File: src/rtl/data_out_reg_if.sv
// ---------------------------------------------------------------------------
// data_out_reg_if
// Groups the command, SDRAM DQ, host read-data and status signals of the
// SDRAM read-data return path.
//   slave  modport : used by data_out_reg (commands/data in, status out)
//   master modport : used by whoever drives commands and drains read data
// Signals:
//   rd_cmd, cas_lat, burst_len  READ command pulse, CAS latency, burst code
//   dq_in                       SDRAM DQ read data
//   host_rdy, ovf_clr           host accept strobe, sticky-overflow clear
//   dataout, dataout_valid      FIFO head word and its valid flag
//   fifo_lvl                    words held in the FIFO (0..FIFO_DEPTH)
//   busy, burst_done, cmd_err   read in progress, last-beat pulse, reject pulse
//   ovf                         sticky overflow flag
//   state_dbg                   current FSM state, for debug/checkers
//   dataout_par                 per-byte even parity of dataout (only when
//                               DATA_OUT_PARITY_EN is defined)
// Handshake: a word moves from the FIFO to the host on every clk0 edge where
// dataout_valid && host_rdy; dataout_valid never depends on host_rdy.
// ---------------------------------------------------------------------------
interface data_out_reg_if #(
    parameter int DATA_SIZE  = 32,
    parameter int FIFO_DEPTH = 8
);
    localparam int LVL_W = $clog2(FIFO_DEPTH) + 1;

    logic                   rd_cmd;
    logic [1:0]             cas_lat;
    logic [1:0]             burst_len;
    logic [DATA_SIZE-1:0]   dq_in;
    logic                   host_rdy;
    logic                   ovf_clr;
    logic [DATA_SIZE-1:0]   dataout;
    logic                   dataout_valid;
    logic [LVL_W-1:0]       fifo_lvl;
    logic                   busy;
    logic                   burst_done;
    logic                   cmd_err;
    logic                   ovf;
    logic [1:0]             state_dbg;
`ifdef DATA_OUT_PARITY_EN
    logic [DATA_SIZE/8-1:0] dataout_par;
`endif

    modport slave (
        input  rd_cmd, cas_lat, burst_len, dq_in, host_rdy, ovf_clr,
        output dataout, dataout_valid, fifo_lvl, busy, burst_done, cmd_err,
`ifdef DATA_OUT_PARITY_EN
        output dataout_par,
`endif
        output ovf, state_dbg
    );

    modport master (
        output rd_cmd, cas_lat, burst_len, dq_in, host_rdy, ovf_clr,
        input  dataout, dataout_valid, fifo_lvl, busy, burst_done, cmd_err,
`ifdef DATA_OUT_PARITY_EN
        input  dataout_par,
`endif
        input  ovf, state_dbg
    );
endinterface

File: src/rtl/data_out_reg.sv
// ---------------------------------------------------------------------------
// data_out_reg
// SDRAM controller read-data return path. After a READ command it times the
// CAS-latency window, captures the burst from the SDRAM DQ bus and buffers it
// in a first-word-fall-through FIFO that the host drains with valid/ready.
// Ports:
//   clk0   system clock, all logic on posedge
//   reset  synchronous, active-high
//   bus    data_out_reg_if.slave (command, DQ, host read data, status)
// Optional feature: define DATA_OUT_PARITY_EN to add bus.dataout_par, the
// per-byte even parity of dataout, computed on push and stored per entry.
// ---------------------------------------------------------------------------
module data_out_reg #(
    parameter int DATA_SIZE  = 32,
    parameter int DQM_SIZE   = 4,
    parameter int FIFO_DEPTH = 8
) (
    input  logic          clk0,
    input  logic          reset,
    data_out_reg_if.slave bus
);
    localparam int AW = $clog2(FIFO_DEPTH);
    localparam int LW = AW + 1;

    localparam logic [1:0] S_IDLE    = 2'd0;
    localparam logic [1:0] S_WAIT_CL = 2'd1;
    localparam logic [1:0] S_BURST   = 2'd2;

    if (DQM_SIZE * 8 != DATA_SIZE) begin : g_bad_dqm
        $error("DQM_SIZE must equal DATA_SIZE/8");
    end

    // FSM and burst timing
    logic [1:0]           state_q, state_d;
    logic                 cnt_q, cnt_d;       // remaining CL wait (CL-2)
    logic [2:0]           bl_m1_q, bl_m1_d;   // burst length minus one
    logic [2:0]           bcnt_q, bcnt_d;     // beats left after this one
    logic                 burst_done_q, burst_done_d;
    logic                 cmd_err_q, cmd_err_d;

    // Capture stage: one beat in flight between DQ sample and FIFO push
    logic [DATA_SIZE-1:0] dq_q, dq_d;
    logic                 cap_q, cap_d;

    // FIFO
    logic [DATA_SIZE-1:0] mem_q [FIFO_DEPTH];
    logic [DATA_SIZE-1:0] mem_d [FIFO_DEPTH];
    logic [AW-1:0]        wr_ptr_q, wr_ptr_d;
    logic [AW-1:0]        rd_ptr_q, rd_ptr_d;
    logic [LW-1:0]        lvl_q, lvl_d;
    logic                 ovf_q, ovf_d;
    logic                 push, pop, full, drop;

    always_comb begin
        state_d      = state_q;
        cnt_d        = cnt_q;
        bl_m1_d      = bl_m1_q;
        bcnt_d       = bcnt_q;
        burst_done_d = 1'b0;
        cap_d        = 1'b0;
        dq_d         = dq_q;
        // Only one read may be outstanding; anything else is rejected.
        cmd_err_d    = bus.rd_cmd && (state_q != S_IDLE);

        case (state_q)
            S_IDLE: begin
                if (bus.rd_cmd) begin
                    state_d = S_WAIT_CL;
                    // CL 0/1 are treated as 2, so only CL3 needs an extra cycle.
                    cnt_d   = (bus.cas_lat == 2'd3);
                    case (bus.burst_len)
                        2'd0:    bl_m1_d = 3'd0;
                        2'd1:    bl_m1_d = 3'd1;
                        2'd2:    bl_m1_d = 3'd3;
                        default: bl_m1_d = 3'd7;
                    endcase
                end
            end
            S_WAIT_CL: begin
                if (cnt_q == 1'b0) begin
                    state_d = S_BURST;
                    bcnt_d  = bl_m1_q;
                end else begin
                    cnt_d = 1'b0;
                end
            end
            S_BURST: begin
                dq_d  = bus.dq_in;
                cap_d = 1'b1;
                if (bcnt_q == 3'd0) begin
                    state_d      = S_IDLE;
                    burst_done_d = 1'b1;
                end else begin
                    bcnt_d = bcnt_q - 3'd1;
                end
            end
            default: state_d = S_IDLE;
        endcase
    end

    // A pop on the same edge frees a slot, so a full FIFO can still accept.
    assign full = (lvl_q == LW'(FIFO_DEPTH));
    assign pop  = (lvl_q != '0) && bus.host_rdy;
    assign push = cap_q && (!full || pop);
    assign drop = cap_q && full && !pop;

    always_comb begin
        mem_d = mem_q;
        if (push) mem_d[wr_ptr_q] = dq_q;
        wr_ptr_d = push ? wr_ptr_q + AW'(1) : wr_ptr_q;
        rd_ptr_d = pop  ? rd_ptr_q + AW'(1) : rd_ptr_q;
        case ({push, pop})
            2'b10:   lvl_d = lvl_q + LW'(1);
            2'b01:   lvl_d = lvl_q - LW'(1);
            default: lvl_d = lvl_q;
        endcase
        // A new drop wins over a simultaneous clear.
        ovf_d = bus.ovf_clr ? 1'b0 : ovf_q;
        if (drop) ovf_d = 1'b1;
    end

    always_ff @(posedge clk0) begin
        if (reset) begin
            state_q      <= S_IDLE;
            cnt_q        <= 1'b0;
            bl_m1_q      <= 3'd0;
            bcnt_q       <= 3'd0;
            burst_done_q <= 1'b0;
            cmd_err_q    <= 1'b0;
            dq_q         <= '0;
            cap_q        <= 1'b0;
            wr_ptr_q     <= '0;
            rd_ptr_q     <= '0;
            lvl_q        <= '0;
            ovf_q        <= 1'b0;
            for (int i = 0; i < FIFO_DEPTH; i++) mem_q[i] <= '0;
        end else begin
            state_q      <= state_d;
            cnt_q        <= cnt_d;
            bl_m1_q      <= bl_m1_d;
            bcnt_q       <= bcnt_d;
            burst_done_q <= burst_done_d;
            cmd_err_q    <= cmd_err_d;
            dq_q         <= dq_d;
            cap_q        <= cap_d;
            wr_ptr_q     <= wr_ptr_d;
            rd_ptr_q     <= rd_ptr_d;
            lvl_q        <= lvl_d;
            ovf_q        <= ovf_d;
            mem_q        <= mem_d;
        end
    end

`ifdef DATA_OUT_PARITY_EN
    // Even parity: the parity bit makes each byte plus its bit an even count.
    logic [DQM_SIZE-1:0] par_mem_q [FIFO_DEPTH];
    logic [DQM_SIZE-1:0] par_mem_d [FIFO_DEPTH];
    logic [DQM_SIZE-1:0] push_par;

    always_comb begin
        for (int b = 0; b < DQM_SIZE; b++) push_par[b] = ^dq_q[b*8 +: 8];
        par_mem_d = par_mem_q;
        if (push) par_mem_d[wr_ptr_q] = push_par;
    end

    always_ff @(posedge clk0) begin
        if (reset) begin
            for (int i = 0; i < FIFO_DEPTH; i++) par_mem_q[i] <= '0;
        end else begin
            par_mem_q <= par_mem_d;
        end
    end

    assign bus.dataout_par = par_mem_q[rd_ptr_q];
`endif

    assign bus.dataout       = mem_q[rd_ptr_q];
    assign bus.dataout_valid = (lvl_q != '0);
    assign bus.fifo_lvl      = lvl_q;
    assign bus.busy          = (state_q != S_IDLE);
    assign bus.burst_done    = burst_done_q;
    assign bus.cmd_err       = cmd_err_q;
    assign bus.ovf           = ovf_q;
    assign bus.state_dbg     = state_q;
endmodule
File: src/flat_wrapper.sv
// flat-port wrapper written by rule: the top's interface ports become plain ports
module data_out_reg_flat 
#(
    parameter int DATA_SIZE  = 32,
    parameter int DQM_SIZE   = 4,
    parameter int FIFO_DEPTH = 8
)
  (clk0, reset, bus_rd_cmd, bus_cas_lat, bus_burst_len, bus_dq_in, bus_host_rdy, bus_ovf_clr, bus_dataout, bus_dataout_valid, bus_fifo_lvl, bus_busy, bus_burst_done, bus_cmd_err, bus_ovf, bus_state_dbg);
  data_out_reg_if #(.DATA_SIZE(DATA_SIZE), .FIFO_DEPTH(FIFO_DEPTH)) bus_i ();
  input  logic clk0;
  input  logic reset;
  input wire logic [$bits(bus_i.rd_cmd)-1:0] bus_rd_cmd;
  input wire logic [$bits(bus_i.cas_lat)-1:0] bus_cas_lat;
  input wire logic [$bits(bus_i.burst_len)-1:0] bus_burst_len;
  input wire logic [$bits(bus_i.dq_in)-1:0] bus_dq_in;
  input wire logic [$bits(bus_i.host_rdy)-1:0] bus_host_rdy;
  input wire logic [$bits(bus_i.ovf_clr)-1:0] bus_ovf_clr;
  output wire logic [$bits(bus_i.dataout)-1:0] bus_dataout;
  output wire logic [$bits(bus_i.dataout_valid)-1:0] bus_dataout_valid;
  output wire logic [$bits(bus_i.fifo_lvl)-1:0] bus_fifo_lvl;
  output wire logic [$bits(bus_i.busy)-1:0] bus_busy;
  output wire logic [$bits(bus_i.burst_done)-1:0] bus_burst_done;
  output wire logic [$bits(bus_i.cmd_err)-1:0] bus_cmd_err;
  output wire logic [$bits(bus_i.ovf)-1:0] bus_ovf;
  output wire logic [$bits(bus_i.state_dbg)-1:0] bus_state_dbg;
  assign bus_i.rd_cmd = bus_rd_cmd;
  assign bus_i.cas_lat = bus_cas_lat;
  assign bus_i.burst_len = bus_burst_len;
  assign bus_i.dq_in = bus_dq_in;
  assign bus_i.host_rdy = bus_host_rdy;
  assign bus_i.ovf_clr = bus_ovf_clr;
  assign bus_dataout = bus_i.dataout;
  assign bus_dataout_valid = bus_i.dataout_valid;
  assign bus_fifo_lvl = bus_i.fifo_lvl;
  assign bus_busy = bus_i.busy;
  assign bus_burst_done = bus_i.burst_done;
  assign bus_cmd_err = bus_i.cmd_err;
  assign bus_ovf = bus_i.ovf;
  assign bus_state_dbg = bus_i.state_dbg;
  data_out_reg #(.DATA_SIZE(DATA_SIZE), .DQM_SIZE(DQM_SIZE), .FIFO_DEPTH(FIFO_DEPTH)) u_core (.clk0(clk0), .reset(reset), .bus(bus_i));
endmodule
File: config.mk
export PLATFORM = sky130hd
export DESIGN_NAME = data_out_reg_flat
export DESIGN_NICKNAME = d
export VERILOG_FILES = /design/src/rtl/data_out_reg_if.sv /design/src/rtl/data_out_reg.sv /design/src/flat_wrapper.sv
export SDC_FILE = /design/constraint.sdc
export NUM_CORES = 1
export LEC_CHECK = 0
export CELL_PAD_IN_SITES_DETAIL_PLACEMENT = 0
export CELL_PAD_IN_SITES_GLOBAL_PLACEMENT = 1
export CORE_MARGIN = 4
export CORE_UTILIZATION = 45
export CTS_CLUSTER_SIZE = 8
export DETAILED_ROUTE_END_ITERATION = 8
export GPL_TIMING_DRIVEN = 1
export HOLD_SLACK_MARGIN = 0.08
export PLACE_DENSITY_LB_ADDON = 0.2
export SYNTH_ARGS = -nofsm -noshare
export SYNTH_HDL_FRONTEND = slang
export SYNTH_SLANG_ARGS = --single-unit
File: constraint.sdc
create_clock -name clk0 -period 3.7 [get_ports clk0]
set_input_delay 0.555 -clock clk0 [delete_from_list [all_inputs] [get_ports clk0]]
set_output_delay 0.555 -clock clk0 [all_outputs]
set_load 0.005 [all_outputs]
# ---- Word-level counts from Yosys, hierarchy flattened
# Cells that the tools add are included.
dict set report op_classes {
  n_bitwise 3
  n_reduce_logical 23
  n_eq_ne 12
  n_mux 21
  n_addsub 5
  order_cmp 3
}
# operator n
set ops {}
lappend ops {{$bwmux 256} 1}
lappend ops {{$bmux 32 s3} 1}
lappend ops {{$demux 32 s3} 1}
lappend ops {{$mux 32} 3}
lappend ops {{$reduce_bool 2->1} 5}
lappend ops {{$pmux 3 s3} 1}
lappend ops {{$eq 2x2->1 const B} 4}
lappend ops {{$ge 4x4->1 const B} 2}
lappend ops {{$not 3->4} 2}
lappend ops {{$pmux 4 s2} 1}
lappend ops {{$add 3x1->3 const B} 2}
lappend ops {{$eq 2x1->1 const B} 3}
lappend ops {{$logic_and 1x1->1} 6}
lappend ops {{$mux 2} 3}
lappend ops {{$mux 3} 2}
lappend ops {{$ne 2x2->1 const B} 3}
lappend ops {{$pmux 2 s3} 1}
lappend ops {{$pmux 3 s2} 1}
lappend ops {{$reduce_and 3->1} 2}
lappend ops {{$mux 1} 5}
lappend ops {{$add 4x1->4 const B} 1}
lappend ops {{$eq 4x4->1 const B} 1}
lappend ops {{$logic_not 2->1} 2}
lappend ops {{$lt 4x1->1 const B} 1}
lappend ops {{11 further kinds} 13}
dict set report word_totals {
  elab_cells 87
  out_inout_bits 43
  ff_bits 311
  input_bits 41
}

# ---- Depth between registers and ports, before layout
# Gate-level depths: netlist of run 1.
dict set report logic_depth {
  ltp_word 6
  depth_mapped 12
}

# ---- Worst setup path after synthesis of run 1
# No wires, ideal clock.
dict set report synth_timing {
  path_kind {register to register}
  start {reg u_core.lvl_q[1] (netlist: u_core.bus.fifo_lvl[1])}
  end {reg u_core.lvl_q[3] (netlist: u_core.bus.fifo_lvl[3])}
  setup_slack_ps 1090
  arrival_ps 2489
  n_path_buf 3
  setup_ps 121
  stages_incl_launch_ff 12
  period_less_slack_ps 2610
  t_required_ps 3579
  cell_sequence {dfxtp_1 > buf_6 > or3_4 > buf_6 > o21ai_2 > inv_1 > ha_1 > clkbuf_1 > nor4b_1 > o21ai_0 > o31ai_1 > mux2_2}
}
dict set report synth_between {
  elab_chain_cells 6
  elab_cells_between_ends 12
  cone_classes {add/sub: 2; eq/ne: 3; mux: 1; reduce/logical: 6}
}
# item line
set synth_rtl {}
lappend synth_rtl {{start: declaration} data_out_reg.sv:50} ;# logic [LW-1:0] lvl_q, lvl_d;
lappend synth_rtl {{start signal: assignment} data_out_reg.sv:148} ;# lvl_q <= lvl_d;
lappend synth_rtl {{$reduce_bool 4->1 *} data_out_reg.sv:103} ;# assign pop = (lvl_q != '0) && bus.host_rdy;
lappend synth_rtl {{$logic_and 1x1->1 *} data_out_reg.sv:103}
lappend synth_rtl {{net u_core.pop} data_out_reg.sv:52} ;# logic push, pop, full, drop;
lappend synth_rtl {{$logic_or 1x1->1} data_out_reg.sv:104} ;# assign push = cap_q && (!full || pop);
lappend synth_rtl {{$logic_and 1x1->1} data_out_reg.sv:104}
lappend synth_rtl {{$eq 2x1->1 or $eq 2x2->1 (tied branches)} data_out_reg.sv:112} ;# case ({push, pop})
lappend synth_rtl {{$pmux 4 s2 or $reduce_bool 2->1 (tied branches)} n/a}
# Mark *: on every way through the listed nets, which the timed path passes. The rest lies on a longest branch.
# A chain may end at the register's enable or synchronous reset.

# ---- Final worst setup path of run 1
dict set report layout_timing {
  start {reg u_core.rd_ptr_q[0]}
  end {out bus_dataout[31]}
}
dict set report layout_between {
  elab_chain_cells 4
}
# item line
set layout_rtl {}
lappend layout_rtl {{start: declaration} data_out_reg.sv:49} ;# logic [AW-1:0] rd_ptr_q, rd_ptr_d;
lappend layout_rtl {{start signal: assignment} data_out_reg.sv:147} ;# rd_ptr_q <= rd_ptr_d;
lappend layout_rtl {{$not 3->4 (not written as such)} data_out_reg.sv:177} ;# assign bus.dataout = mem_q[rd_ptr_q];
lappend layout_rtl {{$bmux 32 s3} data_out_reg.sv:177}
lappend layout_rtl {{$mux 32 (not written as such) (2 in series)} data_out_reg.sv:177}
lappend layout_rtl {{end: declaration} flat_wrapper.sv:18} ;# output wire logic [$bits(bus_i.dataout)-1:0] bus_dataout;
# No other way between the ends. The select of a mux whose other input is x is not followed.

==> reports/metrics.cfg, run 1 <==
[setup_path]
crit_required_ns=3.14
critical_path_sink_type=output port
timing.critical_path.depth=4
path_class=reg -> out
crit_path_max_fanout=20
path_buf_inv=2
reg2reg_depth=10
path_delay_family=multiplexers
worstSetupStartpointType=register
ordered_cell_list_for_the_critical_path=buf_4 > mux4_2 > mux2_2 > clkdlybuf4s50_1
max_stage_delay_ns=0.62
cp_data_arrival_time_ns=2.74
critPathSlowestCell=sky130_fd_sc_hd__dfxtp_4

[cells_and_area]
nFillCells=2676
layout_commonest_cell=sky130_fd_sc_hd__nand2_1
syn2layout_area_growth_pct=16.2
antenna_cells=0
layout.cells.most_common_list=579 x sky130_fd_sc_hd__nand2_1, 308 x sky130_fd_sc_hd__dfxtp_1, 296 x sky130_fd_sc_hd__a21oi_1, 82 x sky130_fd_sc_hd__clkdlybuf4s50_1, 64 x sky130_fd_sc_hd__mux4_2
footprint_of_the_multi_input_gates_sq_um=6330
layout-drive-gt1-share_pct=13.0
finish.net_count=1596
final-seq-area_sq_um=6230
layout.cell_area.non_filler_sq_um=15400

[timing]
final-setup-viol-count=0
fin_tns_setup_ns=0
timing.final.crit_share_pct=89.1
max_slew.worst_pin.slew_ns=0.838
max_freq_ghz=0.303
worst_clock_skew_ns=0.0160
maxSlewHeadroom_pct=44.1
hold_viol=0
final-max-slew-violation-count=0
grt_setup_unrepaired=no
final.min_clock_period_ns=3.30

[pwr]
highest_ir_drop_seen_on_vdd_mv=0.303
comb_power_share_pct=5.8
clock_power_share_pct=47.3
part_of_the_power_in_registers_pct=46.9
power.leakage_nw=4.98
power_switching_mw=1.66
net_switching_share_of_the_total_power_pct=22.5
internal_power_contribution_mw=5.70
power_density_nw_per_um2=478

[clock_network]
clock_path_buffers=3
cts_resized=0
cts_num_sinks=311
cts_hold_buffers=0
clockRootBuffer=sky130_fd_sc_hd__clkbuf_16
clk_transition_reported_paths_ns=0.05
cts.htree.levels=2
post_cts.repair.setup_buffers=0
tritoncts=yes
insertion_delay_ns=0.53
cts_buffers=44

[logic_synthesis]
syn_nets=1585
synth.ff_latch_count=311
syn_avg_cell_area_sq_um=8.63
synth_top_cell_area_share_pct=46.9
synth-main-ff-cell=sky130_fd_sc_hd__dfxtp_1
synth.distinct_cells=46
post_synth_inst_count=1537
synthesis.area_sq_um=13300
yosysSeqAreaShare_pct=46.9
asyncSetResetFlopFracSynth_pct=0
warnings_from_yosys=0
synthTopCellsByArea=sky130_fd_sc_hd__dfxtp_1 47%, sky130_fd_sc_hd__nand2_1 16%, sky130_fd_sc_hd__a21oi_1 11%
synth_enable_flop_cells=0
yosys.area.top_type=sky130_fd_sc_hd__dfxtp_1

[detailed_routing]
antenna_violating_nets_post_route=0
wire_per_inst_microns=18.3
drt-pass1-iter-count=5
vias_per_cell=5.38
num_vias=10418
postRouteWirelength_microns=35500
detail_route.iter0.violations=808
drt_drc_violations_left=0

[grt]
grt_util_all_layers_pct=21.5
grtUsageMet1_pct=29.1
number_of_antenna_violations_at_the_first_check_in_global_routing=0
busiest_layer=met2
grt_start_max_net_pins=120
grt_util_met2_pct=36.6
grt.met3_usage_pct=3.19
via_count_of_the_first_global_routing_pass=10052
grt_first_pass_wirelength_microns=57000
grt_remaining_overflow=0

[die]
rows=62
die-width_microns=180
core_sq_um=28900
dieArea_sq_um=32300
die_y_microns=180
boundaryPins=84
floorplan.initialDensity_pct=46.0

[place]
io_buffers=83
gp_routability_congestion=0.749
post-dp-hpwl_microns=19400
placed_cell_area_sq_um=14300

[hold_path]
worst_hold_path.num_cells=2
min_path_type=reg -> reg

[run]
cap_viol_max_count=0

[outcome]
status=finished, final reports clean

[worst min-delay path, cell delays in order (launching register included)]
cell                      delay [ns]
sky130_fd_sc_hd__dfxtp_1        0.30
sky130_fd_sc_hd__nand2_1        0.05
sky130_fd_sc_hd__a21oi_1        0.05
[state kept, by name, indices dropped and copies added (netlist names)]
register / cells
u_core.mem_q: 256
u_core.dq_q: 32
u_core.bus.fifo_lvl: 4
u_core.bcnt_q: 3
u_core.bl_m1_q: 3
u_core.rd_ptr_q: 3
u_core.wr_ptr_q: 3
u_core.bus.state_dbg: 2
u_core.bus.burst_done: 1
u_core.bus.cmd_err: 1
u_core.bus.ovf: 1
u_core.cap_q: 1
u_core.cnt_q: 1
[Yosys cell counts, types with 5 or more instances]
cell and count:
sky130_fd_sc_hd__a21oi_1 296, sky130_fd_sc_hd__buf_1 34, sky130_fd_sc_hd__buf_2 40, sky130_fd_sc_hd__buf_6 17
sky130_fd_sc_hd__clkbuf_1 57, sky130_fd_sc_hd__dfxtp_1 311, sky130_fd_sc_hd__ha_1 7, sky130_fd_sc_hd__inv_1 6
sky130_fd_sc_hd__mux2_2 33, sky130_fd_sc_hd__mux2i_1 5, sky130_fd_sc_hd__mux4_2 64, sky130_fd_sc_hd__nand2_1 579
sky130_fd_sc_hd__nor2_1 20, sky130_fd_sc_hd__o21ai_4 5, sky130_fd_sc_hd__xor2_1 7
[power groups by stage]
stage / Clock (mW) / Sequential, mW / Combinational, mW
after floorplan: 0 / 3.46 / 0.326
after global placement: 0 / 3.52 / 0.434
after detailed placement: 0 / 3.52 / 0.436
after CTS: 3.57 / 3.45 / 0.436
after global routing: 3.71 / 3.45 / 0.468
final: 3.48 / 3.45 / 0.430
[logic make-up (layout without fill, tap and decap cells)]
kind of cell             after synthesis  after routing  share of synthesized area, %
AND/OR/NAND/NOR                      628            628                          18.7
AO/OA/AOI/OAI                        326            326                          13.4
flip-flops                           311            311                          46.9
buffers and inverters                156            170                          5.79
multiplexers                         102            102                          14.0
adder cells (fa/ha/maj)                7              7                         0.660
XOR/XNOR                               7              7                         0.462
[through the flow]
stage	power (mW)	util, %	hold slack [ns]	cells	setup slack, ns
6_report	7.36	53.4	0.449	1935	0.403
5_1_grt	7.63	53.4	0.467	1935	0.319
4_1_cts	7.45	53.4	0.450	1935	0.358
3_5_place_dp	3.95	49.4	0.444	1886	0.885
3_3_place_gp	3.95	49.4	0.438	1886	0.880
2_1_floorplan	3.79	-	0.432	1537	1.09
[final cells by class]
cell class / instances / area share, %
Multi-Input combinational cell: 1070 / 41.1
Sequential cell: 311 / 40.4
Timing Repair Buffer: 115 / 7.79
Clock buffer: 47 / 7.35
Tap cell: 384 / 3.12
Inverter: 6 / 0.146
Clock inverter: 2 / 0.114
[final timing paths]
path | slack, ns | startpoint | end
min reg2reg | 0.45 | u_core.bcnt_q[2]$_SDFFE_PP0P_ | u_core.bcnt_q[2]$_SDFFE_PP0P_
max | 0.40 | u_core.rd_ptr_q[0]$_SDFFE_PP0P_ | bus_dataout[31]
max reg2reg | 1.01 | u_core.bus.fifo_lvl[1]$_SDFFE_PP0P_ | u_core.bus.fifo_lvl[2]$_SDFFE_PP0P_
min | 0.45 | u_core.bcnt_q[2]$_SDFFE_PP0P_ | u_core.bcnt_q[2]$_SDFFE_PP0P_
[routing by layer]
| layer | up-vias | routed length [microns] | part of all wire (%) |
|---|---|---|---|
| met3 | 50 | 1850 | 5.2 |
| met2 | 239 | 17300 | 49 |
| met5 | - | 0 | 0 |
| li1 | 5135 | - | - |
| met4 | 0 | 569 | 1.6 |
| met1 | 4994 | 15700 | 44 |
(Power assumes the default switching activity.)
==> run 2, diff against run 1 <==
--- a/config.mk
+++ b/config.mk
@@ -5,6 +5,7 @@
 export SDC_FILE = /design/constraint.sdc
 export NUM_CORES = 1
 export LEC_CHECK = 0
+export ABC_CLOCK_PERIOD_IN_PS = 3700
 export CELL_PAD_IN_SITES_DETAIL_PLACEMENT = 0
 export CELL_PAD_IN_SITES_GLOBAL_PLACEMENT = 1
 export CORE_MARGIN = 4
==> results of run 2 <==
Same layout as run 1: the final DEF is identical, and so are final timing and power.
==> run 3, diff against run 2 <==
--- a/config.mk
+++ b/config.mk
@@ -10,7 +10,7 @@
 export CELL_PAD_IN_SITES_GLOBAL_PLACEMENT = 1
 export CORE_MARGIN = 4
 export CORE_UTILIZATION = 45
-export CTS_CLUSTER_SIZE = 8
+export CTS_CLUSTER_SIZE = 12
 export DETAILED_ROUTE_END_ITERATION = 8
 export GPL_TIMING_DRIVEN = 1
 export HOLD_SLACK_MARGIN = 0.08
==> run 3 against run 2 <==
Routed wire length fell by 0.47%. Register-to-register slack hardly changed. Global-route usage fell by 0.16 points. Cell count is 0.47% higher. Sequential cell count did not move. Maximum frequency increased by 0.81%. Count of clock-buffer cells in the layout rose by 5. Worst setup slack gained 0.027 ns. Largest cell class unchanged. Highest routed layer unchanged.
==> reports/metrics.cfg, run 3 (synthesis gave the netlist of run 1 again) <==
[timing]
final-setup-viol-count=0
worst_clock_skew_ns=0.0184
max_slew.worst_pin.slew_ns=0.822
timing.final.crit_share_pct=88.4
grt_setup_unrepaired=no
fin_tns_setup_ns=0
hold_viol=0
max_freq_ghz=0.306
maxSlewHeadroom_pct=45.2
final.min_clock_period_ns=3.27
final-max-slew-violation-count=0
timing.final.ws_setup_ns=0.429

[pwr]
highest_ir_drop_seen_on_vdd_mv=0.323
power.leakage_nw=4.94
power_density_nw_per_um2=464
total_power_mw=7.11

[clock_network]
cts.htree.levels=2
cts_buffers=35
clock_path_buffers=3
cts_hold_buffers=0
tritoncts=yes
cts_num_sinks=311
insertion_delay_ns=0.51
cts_resized=0
post_cts.repair.setup_buffers=0
clk_transition_reported_paths_ns=0.06
clockRootBuffer=sky130_fd_sc_hd__clkbuf_16

[cells_and_area]
final_util_pct=53.1
layout-drive-gt1-share_pct=12.9
layout.cells.most_common_list=579 x sky130_fd_sc_hd__nand2_1, 308 x sky130_fd_sc_hd__dfxtp_1, 296 x sky130_fd_sc_hd__a21oi_1, 82 x sky130_fd_sc_hd__clkdlybuf4s50_1, 64 x sky130_fd_sc_hd__mux4_2
layout_commonest_cell=sky130_fd_sc_hd__nand2_1
antenna_cells=0
syn2layout_area_growth_pct=15.5
layout.cell_area.non_filler_sq_um=15300
final-seq-area_sq_um=6230
footprint_of_the_multi_input_gates_sq_um=6330
nFillCells=2692
register_ranked_first_by_flip_flop_count=u_core.mem_q
largest_register_ffs=256
finish.net_count=1587

[setup_path]
worstSetupStartpointType=register
cp_data_arrival_time_ns=2.72
critPathSlowestCell=sky130_fd_sc_hd__dfxtp_4
critical_path_sink_type=output port
r2r_end=u_core.bus.fifo_lvl[2]$_SDFFE_PP0P_
reg2reg_slack_ns=1.00
path_class=reg -> out
path_buf_inv=2
ordered_cell_list_for_the_critical_path=buf_4 > mux4_2 > mux2_2 > clkdlybuf4s50_1
reg2reg_depth=10
path_delay_family=multiplexers
crit_path_max_fanout=20
crit_required_ns=3.14
rr_startpoint=u_core.bus.fifo_lvl[1]$_SDFFE_PP0P_
max_stage_delay_ns=0.62

[hold_path]
whs_endpoint=u_core.bcnt_q[2]$_SDFFE_PP0P_
worst_hold_path.num_cells=2
worst_hold_startpoint=u_core.bcnt_q[2]$_SDFFE_PP0P_
min_path_type=reg -> reg

[place]
gp_routability_congestion=0.749
io_buffers=83
placed_cell_area_sq_um=14300
preCtsSetupSlack_ns=0.885
post-dp-hpwl_microns=19400

[grt]
grt_remaining_overflow=0
grt_start_max_net_pins=120
grt_util_all_layers_pct=21.4
grt_first_pass_wirelength_microns=56600
number_of_antenna_violations_at_the_first_check_in_global_routing=0
via_count_of_the_first_global_routing_pass=10024

[detailed_routing]
postRouteWirelength_microns=35300
detail_route.iter0.violations=746
num_vias=10413
vias_per_cell=5.36
wire_per_inst_microns=18.2
drt-pass1-iter-count=5
antenna_violating_nets_post_route=0
drt_drc_violations_left=0

[die]
floorplan.initialDensity_pct=46.0
die_y_microns=180
dieArea_sq_um=32300
boundaryPins=84
core_sq_um=28900
die-width_microns=180
rows=62

[outcome]
status=finished, final reports clean

[run]
cap_viol_max_count=0

==> run 3: routing by layer <==
layer	wire length, microns	vias to the layer above	part of all wire [%]	track usage [%]
met2	17100	237	49	36.4
met1	15800	5012	45	28.9
li1	-	5122	-	-
met3	1680	42	4.8	3.15
met5	0	-	0	0
met4	656	0	1.9	5.00
==> run 3: layout make-up <==
| type | instances | area share, % |
|---|---|---|
| clock buffers | 52 | 6.67 |
| clock inverters | 6 | 0.220 |
| inverters | 6 | 0.147 |
| multi-input cells | 1070 | 41.3 |
| flip-flops and latches | 311 | 40.7 |
| well taps | 384 | 3.14 |
| repair buffers | 115 | 7.84 |
==> run 3: through the flow <==
step | hold WS [ns] | std cells
2_1_floorplan | 0.432 | 1537
3_3_place_gp | 0.438 | 1886
3_5_place_dp | 0.444 | 1886
4_1_cts | 0.452 | 1944
5_1_grt | 0.468 | 1944
6_report | 0.451 | 1944
==> run 3: worst max path at each step <==
stage	slack [ns]	depth (start not counted)	start	end
floorplan	1.09	11	u_core.bus.fifo_lvl[1]$_SDFFE_PP0P_	u_core.bus.fifo_lvl[3]$_SDFFE_PP0P_
global placement	0.88	10	bus_host_rdy	u_core.bus.fifo_lvl[2]$_SDFFE_PP0P_
detailed placement	0.88	10	bus_host_rdy	u_core.bus.fifo_lvl[2]$_SDFFE_PP0P_
CTS	0.37	4	u_core.rd_ptr_q[0]$_SDFFE_PP0P_	bus_dataout[31]
global route	0.33	4	u_core.rd_ptr_q[0]$_SDFFE_PP0P_	bus_dataout[31]
finish	0.43	4	u_core.rd_ptr_q[0]$_SDFFE_PP0P_	bus_dataout[31]
==> run 3: power breakdown <==
part	total [mW]	internal [mW]	switching, mW	leakage [nW]
Clock	3.24	1.90	1.34	0.522
Sequential	3.44	3.37	0.0685	2.51
Combinational	0.429	0.192	0.238	1.91
==> run 3: worst min-delay path, stage by stage, from the launching register on <==
cell                      delay, ns
sky130_fd_sc_hd__dfxtp_1       0.31
sky130_fd_sc_hd__nand2_1       0.05
sky130_fd_sc_hd__a21oi_1       0.05
